`src/rtl/ti_bus_capture_pkg.sv`:
```
// Shared types and constants for the TI host write-capture path.
package ti_bus_capture_pkg;

  localparam int SYNC_STAGES = 2;

  typedef enum logic [1:0] {
    WAIT_HIGH = 2'd0,
    IDLE      = 2'd1,
    QUAL      = 2'd2,
    ACTIVE    = 2'd3
  } state_e;

endpackage

```
`src/rtl/ti_bus_write_capture_sync_2ff.sv`:
```
// Two-flop synchronizer for asynchronous TI bus inputs; reset value chosen per signal.
module sync_2ff #(
  parameter int               WIDTH     = 1,
  parameter logic [WIDTH-1:0] RESET_VAL = '0
) (
  input  logic             clk,
  input  logic             rst_n,
  input  logic [WIDTH-1:0] d_i,
  output logic [WIDTH-1:0] q_o
);

  logic [WIDTH-1:0] s1_q;
  logic [WIDTH-1:0] s2_q;

  // NOTE: sequential state uses non-blocking assignments so s2 takes the old s1 value.
  always_ff @(posedge clk) begin
    if (!rst_n) begin
      s1_q <= RESET_VAL;
      s2_q <= RESET_VAL;
    end else begin
      s1_q <= d_i;
      s2_q <= s1_q;
    end
  end

  assign q_o = s2_q;

endmodule

```
`src/rtl/ti_bus_write_capture.sv`:
```
// Captures TI host writes into the clk domain with a valid/ready holding register.
// Optional deglitch qualification is enabled by defining TI_BUS_CAPTURE_DEGLITCH_EN.
module ti_bus_write_capture
  import ti_bus_capture_pkg::*;
#(
  parameter int WIDTH   = 8,
  parameter int COUNT_W = 8
) (
  input  logic               clk,
  input  logic               rst_n,
  input  logic               ti_we_n,
  input  logic               ti_sel,
  input  logic [WIDTH-1:0]   ti_d,
  output logic [WIDTH-1:0]   out_data,
  output logic               out_valid,
  input  logic               out_ready,
  output logic               overrun,
  input  logic               ovr_clr,
  output logic [COUNT_W-1:0] wr_count
);

  localparam logic [1:0] SETTLE_DONE = 2'(SYNC_STAGES);

  logic             we_n_s2;
  logic             sel_s2;
  logic [WIDTH-1:0] d_s2;

  sync_2ff #(.WIDTH(1), .RESET_VAL(1'b1)) u_sync_we (
    .clk, .rst_n, .d_i(ti_we_n), .q_o(we_n_s2)
  );

  sync_2ff #(.WIDTH(1), .RESET_VAL(1'b0)) u_sync_sel (
    .clk, .rst_n, .d_i(ti_sel), .q_o(sel_s2)
  );

  sync_2ff #(.WIDTH(WIDTH), .RESET_VAL('0)) u_sync_d (
    .clk, .rst_n, .d_i(ti_d), .q_o(d_s2)
  );

  state_e             state_q, state_d;
  logic [1:0]         settle_q, settle_d;
  logic [WIDTH-1:0]   out_data_q, out_data_d;
  logic               out_valid_q, out_valid_d;
  logic               overrun_q, overrun_d;
  logic [COUNT_W-1:0] wr_count_q, wr_count_d;
  logic               qual;
  logic               capture;
  logic               load;
  logic               drop;

  assign qual = !we_n_s2 && sel_s2;

  // NOTE: every always_comb output gets a default first so no latch is inferred.
  always_comb begin
    state_d  = state_q;
    settle_d = settle_q;
    capture  = 1'b0;

    // The synchronizer still shows its reset value for SYNC_STAGES cycles after
    // reset; a strobe held low across reset must not look like a fresh high.
    if (settle_q != SETTLE_DONE) settle_d = settle_q + 2'd1;

    case (state_q)
      WAIT_HIGH: if (settle_q == SETTLE_DONE && we_n_s2) state_d = IDLE;
      IDLE: begin
        if (qual) begin
`ifdef TI_BUS_CAPTURE_DEGLITCH_EN
          state_d = QUAL;
`else
          state_d = ACTIVE;
          capture = 1'b1;
`endif
        end
      end
      QUAL: begin
`ifdef TI_BUS_CAPTURE_DEGLITCH_EN
        if (qual) begin
          state_d = ACTIVE;
          capture = 1'b1;
        end else begin
          state_d = IDLE;
        end
`else
        state_d = IDLE;
`endif
      end
      ACTIVE:  if (we_n_s2) state_d = IDLE;
      default: state_d = WAIT_HIGH;
    endcase

    load = capture && (!out_valid_q || out_ready);
    drop = capture && !load;

    out_data_d  = load ? d_s2 : out_data_q;
    wr_count_d  = load ? wr_count_q + COUNT_W'(1) : wr_count_q;

    if (load)                          out_valid_d = 1'b1;
    else if (out_valid_q && out_ready) out_valid_d = 1'b0;
    else                               out_valid_d = out_valid_q;

    // A new overrun in the same cycle as a clear keeps the flag set.
    if (drop)         overrun_d = 1'b1;
    else if (ovr_clr) overrun_d = 1'b0;
    else              overrun_d = overrun_q;
  end

  // NOTE: the holding register is reset too, so a byte in flight is discarded on reset.
  always_ff @(posedge clk) begin
    if (!rst_n) begin
      state_q     <= WAIT_HIGH;
      settle_q    <= 2'd0;
      out_data_q  <= '0;
      out_valid_q <= 1'b0;
      overrun_q   <= 1'b0;
      wr_count_q  <= '0;
    end else begin
      state_q     <= state_d;
      settle_q    <= settle_d;
      out_data_q  <= out_data_d;
      out_valid_q <= out_valid_d;
      overrun_q   <= overrun_d;
      wr_count_q  <= wr_count_d;
    end
  end

  assign out_data  = out_data_q;
  assign out_valid = out_valid_q;
  assign overrun   = overrun_q;
  assign wr_count  = wr_count_q;

endmodule

```
`config.mk`:
```
export PLATFORM = sky130hd
export DESIGN_NAME = ti_bus_write_capture
export DESIGN_NICKNAME = d
export VERILOG_FILES = /design/src/rtl/ti_bus_capture_pkg.sv /design/src/rtl/ti_bus_write_capture_sync_2ff.sv /design/src/rtl/ti_bus_write_capture.sv
export SDC_FILE = /design/constraint.sdc
export NUM_CORES = 1
export LEC_CHECK = 0
export CORE_MARGIN = 2
export CORE_UTILIZATION = 40
export CTS_CLUSTER_SIZE = 16
export DETAILED_ROUTE_END_ITERATION = 10
export PLACE_DENSITY = 0.68
export SLEW_MARGIN = 20
export SYNTH_ARGS = -nofsm -noshare
export SYNTH_HDL_FRONTEND = slang
export SYNTH_SLANG_ARGS = --single-unit
```
`constraint.sdc`:
```
create_clock -name clk -period 1.3 [get_ports clk]
set_input_delay 0.195 -clock clk [delete_from_list [all_inputs] [get_ports clk]]
set_output_delay 0.195 -clock clk [all_outputs]
set_load 0.02 [all_outputs]
```
==> flow_results.xml, run 1 <==
<?xml version="1.0" encoding="UTF-8"?>
<metrics>
  <group name="run_status">
    <metric name="status" unit="">finished, violations left</metric>
    <metric name="failing_checks" unit="">setup timing</metric>
  </group>
  <group name="yosys">
    <metric name="synthesis.area" unit="µm²">1414</metric>
    <metric name="synth_cell_type_count" unit="">24</metric>
    <metric name="share_of_the_yosys_chip_area_belonging_to_registers" unit="%">59.47</metric>
    <metric name="syn_inst_count" unit="">145</metric>
    <metric name="syn_area_per_cell" unit="µm²">9.751</metric>
    <metric name="yosys_warnings" unit="">0</metric>
    <metric name="synth.ff_latch_count" unit="">42</metric>
    <metric name="syn-num-nets" unit="">161</metric>
  </group>
  <group name="worst_setup_path">
    <metric name="worstPathMaxFanout" unit="">6</metric>
    <metric name="worst_r2r_end" unit="">wr_count[5]</metric>
    <metric name="timing.critical_path.max_delay_family" unit="">simple AND/OR/NAND/NOR gates</metric>
    <metric name="rr_startpoint" unit="">state_q[1]</metric>
    <metric name="required" unit="ns">1.58</metric>
    <metric name="startpoint_type" unit="">flop</metric>
    <metric name="path_cells" unit="">and4bb_4 -&gt; nand4_4 -&gt; or3_4 -&gt; a21oi_2</metric>
    <metric name="cp-end-kind" unit="">flop</metric>
    <metric name="critical-path-max-stage-delay" unit="ns">0.37</metric>
    <metric name="worst_r2r_path_depth" unit="">4</metric>
    <metric name="crit_path_top_delay_cell" unit="">sky130_fd_sc_hd__and4bb_4</metric>
    <metric name="arrival" unit="ns">1.64</metric>
    <metric name="worstSetupPathType" unit="">flop to flop</metric>
    <metric name="crit_buf_inv" unit="">0</metric>
    <metric name="ff2ff_setup_slack" unit="ns">-0.07</metric>
  </group>
  <group name="detailed_routing">
    <metric name="detailroute.via_count" unit="">1050</metric>
    <metric name="first_pass_iteration_count_of_the_detailed_router" unit="">4</metric>
    <metric name="viasPerCell" unit="">4.487</metric>
    <metric name="ant_nets" unit="">0</metric>
    <metric name="detail_route.drc_violations" unit="">0</metric>
    <metric name="routed_wire_length_per_instance" unit="µm">11.18</metric>
    <metric name="finalWirelength" unit="µm">2615</metric>
    <metric name="drt_iter0_markers" unit="">57</metric>
  </group>
  <group name="clocking">
    <metric name="cts_htree_levels" unit="">2</metric>
    <metric name="cts_hold_buf" unit="">0</metric>
    <metric name="cts.reportedPaths.clkPinSlew" unit="ns">0.12</metric>
    <metric name="cts_tree" unit="">built</metric>
    <metric name="clock_insertion_delay_worst_skew" unit="ns">0.34</metric>
    <metric name="cts.sinks" unit="">42</metric>
    <metric name="ctsRootBufferMaster" unit="">sky130_fd_sc_hd__clkbuf_4</metric>
    <metric name="cts_made_buffers" unit="">5</metric>
    <metric name="max_root_sink_buffers" unit="">2</metric>
  </group>
  <group name="pwr">
    <metric name="power.clock.fraction" unit="%">33.5</metric>
    <metric name="finalPower" unit="mW">2.405</metric>
    <metric name="p_int" unit="mW">1.880</metric>
    <metric name="switching_share" unit="%">21.84</metric>
    <metric name="comb_power_share" unit="%">8.9</metric>
    <metric name="p_leak" unit="nW">0.7693</metric>
    <metric name="p_switching" unit="µW">525.3</metric>
    <metric name="irDropWorstVdd" unit="V">0.0007971</metric>
    <metric name="power.density_cell_area" unit="nW/µm²">1261</metric>
    <metric name="p_seq_share" unit="%">57.7</metric>
  </group>
  <group name="timing">
    <metric name="worst_pin_slew" unit="ns">0.2628</metric>
    <metric name="finalWorstPathRequiredPeriod" unit="ns">1.366</metric>
    <metric name="rsz0062_at_grt" unit="">true</metric>
    <metric name="finalCritPeriodShare" unit="%">105.1</metric>
    <metric name="slew_headroom" unit="%">82.29</metric>
    <metric name="hold_viol_final" unit="">0</metric>
    <metric name="finalSetupTns" unit="ns">-0.1243</metric>
    <metric name="final_max_slew_viol_count" unit="">0</metric>
    <metric name="holdWs" unit="ns">0.4220</metric>
    <metric name="timing.final.setup_violations" unit="">3</metric>
    <metric name="worst_skew" unit="ns">0.005586</metric>
    <metric name="maxClockFrequency" unit="MHz">732.1</metric>
    <metric name="setup_slack" unit="ns">-0.06600</metric>
  </group>
  <group name="hold_path">
    <metric name="holdCritPathClass" unit="">primary input to flop</metric>
    <metric name="hold_start" unit="">ti_d[7]</metric>
    <metric name="holdPathEnd" unit="">u_sync_d.s1_q[7]</metric>
    <metric name="min_delay_path_depth" unit="">2</metric>
  </group>
  <group name="floorplan">
    <metric name="initial_utilization" unit="%">42.04</metric>
    <metric name="num_io_pins" unit="">32</metric>
    <metric name="die_h" unit="µm">63.45</metric>
    <metric name="chipWidth" unit="µm">63.45</metric>
    <metric name="fp-row-count" unit="">21</metric>
    <metric name="core" unit="µm²">3363</metric>
    <metric name="dieArea" unit="µm²">4026</metric>
  </group>
  <group name="global_routing">
    <metric name="first_global_vias" unit="">998</metric>
    <metric name="number_of_antenna_violations_at_the_first_check_in_global_routing" unit="">0</metric>
    <metric name="grt_pass1_wl" unit="µm">4443</metric>
    <metric name="grt_remaining_overflow" unit="">0</metric>
    <metric name="grt_max_degree" unit="">23</metric>
    <metric name="globalRouteTotalUtil" unit="%">14.35</metric>
  </group>
  <group name="finish">
    <metric name="final_net_count" unit="">203</metric>
    <metric name="fraction_of_layout_instances_using_a_drive_strength_above_1" unit="%">17.55</metric>
    <metric name="insertedDiodeCount" unit="">0</metric>
    <metric name="post_layout_nonfiller_instances" unit="">234</metric>
    <metric name="area_delta_synth_final" unit="%">34.96</metric>
    <metric name="n_fill_cell" unit="">332</metric>
  </group>
  <group name="placement">
    <metric name="placed_cells" unit="">224</metric>
    <metric name="final_hpwl_dp" unit="µm">1906</metric>
    <metric name="io_buffers" unit="">31</metric>
    <metric name="place_worst_setup_slack" unit="ns">-0.3046</metric>
    <metric name="gp_congestion" unit="">0.7253</metric>
  </group>
  <group name="run">
    <metric name="max_cap_violations" unit="">0</metric>
  </group>
</metrics>
-- worst reg2reg max path: cells and delay by family, from the launching register on --
family	cells	cell delay (ns)
AND/OR/NAND/NOR	3	0.84
AO/OA/AOI/OAI	1	0.14
flip-flops	1	0.33
-- worst max path at each step --
| stage | startpoint | endpoint | cells past startpoint |
|---|---|---|---|
| 2_1_floorplan | state_q[1] | wr_count[5] | 4 |
| 3_3_place_gp | out_ready | wr_count[5] | 5 |
| 3_5_place_dp | out_ready | wr_count[5] | 5 |
| 4_1_cts | u_sync_we.q_o | wr_count[5] | 4 |
| 5_1_grt | state_q[1] | wr_count[5] | 4 |
| 6_report | state_q[1] | wr_count[5] | 4 |
-- state kept, by name, summed over array words and instances, names as in the netlist, 2 cells and up --
register	cells
wr_count	8
settle_q	2
u_sync_d.s1_q	8
out_data	8
state_q	2
u_sync_d.q_o	8
-- through the flow --
step	utilization [%]	instance area, µm²
floorplan	-	1419
global placement	54.20	1823
detailed placement	54.20	1823
CTS	56.40	1897
global route	56.73	1908
finish	56.73	1908
-- layout make-up --
class	count	area, µm²	share of cell area [%]
clock buffer	6	41.29	2.164
clock inverter	2	37.54	1.967
inverter	2	7.507	0.3934
multi-input combinational	95	558.0	29.25
sequential	42	848.3	44.46
tap	46	57.56	3.016
timing repair buffer	41	357.8	18.75
-- power by group through the flow --
stage | logic (mW) | clock network (mW) | registers, mW
3_3_place_gp | 0.198 | 0 | 1.41
5_1_grt | 0.253 | 0.912 | 1.40
6_report | 0.214 | 0.805 | 1.39
3_5_place_dp | 0.214 | 0 | 1.42
2_1_floorplan | 0.139 | 0 | 1.41
4_1_cts | 0.218 | 0.832 | 1.39
-- synth_stat cells --
master	number	area share, %
sky130_fd_sc_hd__dfxtp_1	42	59
sky130_fd_sc_hd__nand2_1	22	5.8
sky130_fd_sc_hd__and2_1	20	8.8
sky130_fd_sc_hd__a21oi_1	14	5.0
sky130_fd_sc_hd__nor2_1	11	2.9
sky130_fd_sc_hd__clkbuf_1	5	1.3
sky130_fd_sc_hd__nand2b_1	3	1.3
sky130_fd_sc_hd__o21ai_0	3	1.1
sky130_fd_sc_hd__or3_1	3	1.3
sky130_fd_sc_hd__ha_1	2	1.8
sky130_fd_sc_hd__inv_1	2	0.53
sky130_fd_sc_hd__nand3_1	2	0.71
sky130_fd_sc_hd__nand4_1	2	0.88
sky130_fd_sc_hd__nor2b_1	2	0.88
sky130_fd_sc_hd__xnor2_1	2	1.2
sky130_fd_sc_hd__xor2_1	2	1.2
sky130_fd_sc_hd__a211oi_1	1	0.53
sky130_fd_sc_hd__and2_2	1	0.53
sky130_fd_sc_hd__and4bb_4	1	1.2
sky130_fd_sc_hd__buf_2	1	0.35
sky130_fd_sc_hd__nand4_4	1	1.5
sky130_fd_sc_hd__nor4_1	1	0.44
sky130_fd_sc_hd__nor4b_1	1	0.62
sky130_fd_sc_hd__o21bai_1	1	0.53
-- layer usage --
layer | global-route usage [%] | share of wire (%)
met3 | 5.000 | 5.3
met1 | 15.99 | 41
met2 | 25.26 | 53
met4 | 4.891 | 0.54
met5 | 0 | 0
-- cells in the final DEF (no fill, tap or decap), types with 3 or more instances in the layout --
cell                              synthesis  final
sky130_fd_sc_hd__dfxtp_2                  0      6
sky130_fd_sc_hd__clkdlybuf4s15_1          0      5
sky130_fd_sc_hd__buf_4                    0     10
sky130_fd_sc_hd__a21oi_1                 14     11
sky130_fd_sc_hd__dfxtp_1                 42     36
sky130_fd_sc_hd__clkdlybuf4s50_1          0     13
sky130_fd_sc_hd__nor2_1                  11     11
sky130_fd_sc_hd__dlygate4sd2_1            0     10
sky130_fd_sc_hd__clkbuf_2                 0      3
sky130_fd_sc_hd__a21oi_2                  0      3
sky130_fd_sc_hd__o21ai_0                  3      3
sky130_fd_sc_hd__clkbuf_4                 0      5
sky130_fd_sc_hd__nand2b_1                 3      3
sky130_fd_sc_hd__nand2_1                 22     22
sky130_fd_sc_hd__and2_1                  20     20
-- logic make-up (layout without fill, tap and decap cells) --
group	Yosys count	after routing	synth area share, %
AND/OR/NAND/NOR	70	70	26.99
flip-flops	42	42	59.47
AO/OA/AOI/OAI	19	19	7.080
buffers and inverters	8	51	2.212
XOR/XNOR	4	4	2.478
adder cells (fa/ha/maj)	2	2	1.770
-- what timing repair did --
item | CTS | global route
pin swaps | 3 | 2
gates resized for setup | 20 | 15
setup buffers | 2 | 0
endpoints found under the setup margin | 21 | 23
Power figures use the tool's default switching activity.
==> run 2, diff against run 1 <==
--- a/config.mk
+++ b/config.mk
@@ -5,11 +5,12 @@
 export SDC_FILE = /design/constraint.sdc
 export NUM_CORES = 1
 export LEC_CHECK = 0
+export ABC_AREA = 1
 export CORE_MARGIN = 2
 export CORE_UTILIZATION = 40
 export CTS_CLUSTER_SIZE = 16
 export DETAILED_ROUTE_END_ITERATION = 10
-export PLACE_DENSITY = 0.68
+export PLACE_DENSITY = 0.67
 export SLEW_MARGIN = 20
 export SYNTH_ARGS = -nofsm -noshare
 export SYNTH_HDL_FRONTEND = slang
==> flow_results.xml, run 2 <==
<?xml version="1.0" encoding="UTF-8"?>
<metrics>
  <group name="run_status">
    <metric name="status" unit="">completed</metric>
  </group>
  <group name="placement">
    <metric name="io_buffers" unit="">31</metric>
    <metric name="place_worst_setup_slack" unit="ns">-0.1430</metric>
    <metric name="gp_congestion" unit="">0.7354</metric>
    <metric name="final_hpwl_dp" unit="µm">1894</metric>
    <metric name="placed_cells" unit="">269</metric>
  </group>
  <group name="floorplan">
    <metric name="dieArea" unit="µm²">4440</metric>
    <metric name="fp-row-count" unit="">22</metric>
    <metric name="die_h" unit="µm">66.63</metric>
    <metric name="core" unit="µm²">3716</metric>
    <metric name="chipWidth" unit="µm">66.63</metric>
    <metric name="num_io_pins" unit="">32</metric>
    <metric name="initial_utilization" unit="%">42.22</metric>
  </group>
  <group name="yosys">
    <metric name="synth_largest_area_cell" unit="">sky130_fd_sc_hd__dfxtp_1</metric>
    <metric name="yosys_warnings" unit="">0</metric>
    <metric name="share_of_the_yosys_chip_area_belonging_to_registers" unit="%">53.59</metric>
    <metric name="synth_top_area_share" unit="%">53.59</metric>
    <metric name="synthesis.area" unit="µm²">1569</metric>
    <metric name="synth-async-reset-ratio" unit="%">0</metric>
    <metric name="ys_top_cells_by_count" unit="">42 x sky130_fd_sc_hd__dfxtp_1, 41 x sky130_fd_sc_hd__nand2_1, 29 x sky130_fd_sc_hd__inv_1</metric>
    <metric name="most_instantiated_library_cell_after_synthesis" unit="">sky130_fd_sc_hd__dfxtp_1</metric>
    <metric name="synth_cell_type_count" unit="">22</metric>
    <metric name="syn_area_per_cell" unit="µm²">8.390</metric>
    <metric name="dominantRegCellSynth" unit="">sky130_fd_sc_hd__dfxtp_1</metric>
    <metric name="synth.area.top_cells" unit="">sky130_fd_sc_hd__dfxtp_1 54%, sky130_fd_sc_hd__nand2_1 9.8%, sky130_fd_sc_hd__inv_1 6.9%, sky130_fd_sc_hd__a21oi_2 5.6%, sky130_fd_sc_hd__nand2_2 4.8%</metric>
    <metric name="syn-num-nets" unit="">203</metric>
    <metric name="synth_edf_count" unit="">0</metric>
    <metric name="synth.ff_latch_count" unit="">42</metric>
    <metric name="syn_inst_count" unit="">187</metric>
  </group>
  <group name="worst_setup_path">
    <metric name="crit_buf_inv" unit="">1</metric>
    <metric name="worstSetupPathType" unit="">flop to primary output</metric>
    <metric name="cp-end-kind" unit="">primary output</metric>
    <metric name="startpoint_type" unit="">flop</metric>
    <metric name="rr_startpoint" unit="">state_q[0]</metric>
    <metric name="worstPathMaxFanout" unit="">4</metric>
    <metric name="startpoint" unit="">wr_count[1]</metric>
    <metric name="required" unit="ns">1.11</metric>
    <metric name="critical-path-max-stage-delay" unit="ns">0.39</metric>
    <metric name="timing.critical_path.max_delay_family" unit="">flip-flops</metric>
    <metric name="arrival" unit="ns">1.02</metric>
    <metric name="crit_path_top_delay_cell" unit="">sky130_fd_sc_hd__dfxtp_1</metric>
    <metric name="path_cells" unit="">dlygate4sd2_1</metric>
  </group>
  <group name="detailed_routing">
    <metric name="detailroute.via_count" unit="">1205</metric>
    <metric name="detail_route.drc_violations" unit="">0</metric>
    <metric name="finalWirelength" unit="µm">2699</metric>
    <metric name="ant_nets" unit="">0</metric>
    <metric name="routed_wire_length_per_instance" unit="µm">9.639</metric>
    <metric name="viasPerCell" unit="">4.304</metric>
    <metric name="drt_iter0_markers" unit="">34</metric>
    <metric name="first_pass_iteration_count_of_the_detailed_router" unit="">4</metric>
  </group>
  <group name="finish">
    <metric name="final_common_cell" unit="">sky130_fd_sc_hd__nand2_1</metric>
    <metric name="final_util" unit="%">56.09</metric>
    <metric name="fraction_of_layout_instances_using_a_drive_strength_above_1" unit="%">23.71</metric>
    <metric name="layout_common_cells" unit="">41 x sky130_fd_sc_hd__nand2_1, 40 x sky130_fd_sc_hd__dfxtp_1, 29 x sky130_fd_sc_hd__inv_1, 18 x sky130_fd_sc_hd__dlygate4sd2_1, 13 x sky130_fd_sc_hd__clkdlybuf4s50_1</metric>
    <metric name="post_layout_nonfiller_instances" unit="">280</metric>
    <metric name="insertedDiodeCount" unit="">0</metric>
    <metric name="n_fill_cell" unit="">352</metric>
    <metric name="sequential_cell_area" unit="µm²">843.3</metric>
    <metric name="multi_input_comb_area" unit="µm²">580.6</metric>
    <metric name="area_delta_synth_final" unit="%">32.85</metric>
    <metric name="final_net_count" unit="">247</metric>
  </group>
  <group name="hold_path">
    <metric name="hold_start" unit="">u_sync_sel.s1_q</metric>
    <metric name="holdCritPathClass" unit="">flop to flop</metric>
  </group>
  <group name="clocking">
    <metric name="cts_hold_buf" unit="">0</metric>
    <metric name="cts.reportedPaths.clkPinSlew" unit="ns">0.08</metric>
    <metric name="ctsRootBufferMaster" unit="">sky130_fd_sc_hd__clkbuf_8</metric>
    <metric name="cts_htree_levels" unit="">2</metric>
    <metric name="cts_tree" unit="">built</metric>
    <metric name="cts.sinks" unit="">42</metric>
    <metric name="cts_made_buffers" unit="">5</metric>
    <metric name="max_root_sink_buffers" unit="">2</metric>
    <metric name="clock_insertion_delay_worst_skew" unit="ns">0.29</metric>
  </group>
  <group name="timing">
    <metric name="maxClockFrequency" unit="MHz">820.7</metric>
    <metric name="hold_viol_final" unit="">0</metric>
    <metric name="finalCritPeriodShare" unit="%">93.73</metric>
    <metric name="slew_headroom" unit="%">82.47</metric>
    <metric name="finalWorstPathRequiredPeriod" unit="ns">1.218</metric>
    <metric name="worst_pin_slew" unit="ns">0.2624</metric>
    <metric name="final_max_slew_viol_count" unit="">0</metric>
    <metric name="worst_skew" unit="ns">0.004794</metric>
    <metric name="setup_slack" unit="ns">0.08154</metric>
    <metric name="timing.final.setup_violations" unit="">0</metric>
    <metric name="finalSetupTns" unit="ns">0</metric>
  </group>
  <group name="global_routing">
    <metric name="grt_remaining_overflow" unit="">0</metric>
    <metric name="number_of_antenna_violations_at_the_first_check_in_global_routing" unit="">0</metric>
    <metric name="globalRouteTotalUtil" unit="%">13.07</metric>
    <metric name="grt_max_degree" unit="">25</metric>
    <metric name="grt_pass1_wl" unit="µm">4319</metric>
    <metric name="first_global_vias" unit="">1031</metric>
  </group>
  <group name="run">
    <metric name="max_cap_violations" unit="">0</metric>
  </group>
  <group name="pwr">
    <metric name="irDropWorstVdd" unit="V">0.0006852</metric>
    <metric name="power.density_cell_area" unit="nW/µm²">1150</metric>
    <metric name="finalPower" unit="mW">2.397</metric>
    <metric name="p_leak" unit="nW">1.007</metric>
  </group>
</metrics>
==> run 2: cell count changes after synthesis, sizes merged, moves of 3 or more <==
cell	previous run	this run
clkbuf	5	2
nor2	11	16
inv	2	33
nand3	2	7
and2	21	0
nand4	3	0
nand2	22	53
buf	1	4
or3	3	0
a21oi	14	19
nand2b	3	0
==> run 2: cell families after synthesis <==
group,Yosys count,share of synthesized area [%]
AND/OR/NAND/NOR,79,23.60
flip-flops,42,53.59
buffers and inverters,39,10.77
AO/OA/AOI/OAI,25,10.45
adder cells (fa/ha/maj),2,1.595
==> run 2: path summary, 6_finish.rpt <==
kind / slack, ns / end / cells past startpoint
max: 0.08 / wr_count[1] / 1
min: 0.41 / u_sync_sel.q_o / 2
min reg2reg: 0.41 / u_sync_sel.q_o / 2
max reg2reg: 0.10 / out_data[5] / 7
==> run 2: area by class of cell <==
cell class | count | share of cell area, %
Inverter | 33 | 5.942
Clock inverter | 3 | 1.200
Timing Repair Buffer | 42 | 18.37
Sequential cell | 42 | 40.46
Multi-Input combinational cell | 107 | 27.85
Clock buffer | 5 | 3.301
Tap cell | 48 | 2.881
==> run 2: through the flow <==
stage	area, µm²	hold WS [ns]
2_1_floorplan	1570	0.2926
3_3_place_gp	1976	0.3925
3_5_place_dp	1976	0.3992
4_1_cts	2047	0.4080
5_1_grt	2085	0.4191
6_report	2085	0.4059
==> run 2: what timing repair did <==
item | CTS | global route
setup endpoints to repair | 18 | 6
gates resized for setup | 18 | 3
cloned | 0 | 1
setup buffers | 0 | 2
==> run 2: metal layers <==
layer | vias up | GRT usage (%) | share of wire (%) | wire (µm)
met3 | 2 | 5.236 | 5.1 | 138
met2 | 24 | 21.13 | 46 | 1230
li1 | 651 | - | - | -
met4 | 0 | 5.357 | 1.0 | 27
met5 | - | 0 | 0 | 0
met1 | 528 | 15.34 | 48 | 1302
==> run 2: where the power goes <==
part	switching, mW	leakage [nW]	internal, mW
combinational	0.0917	0.618	0.0878
sequential	0.0277	0.344	1.35
clock	0.456	0.0447	0.387
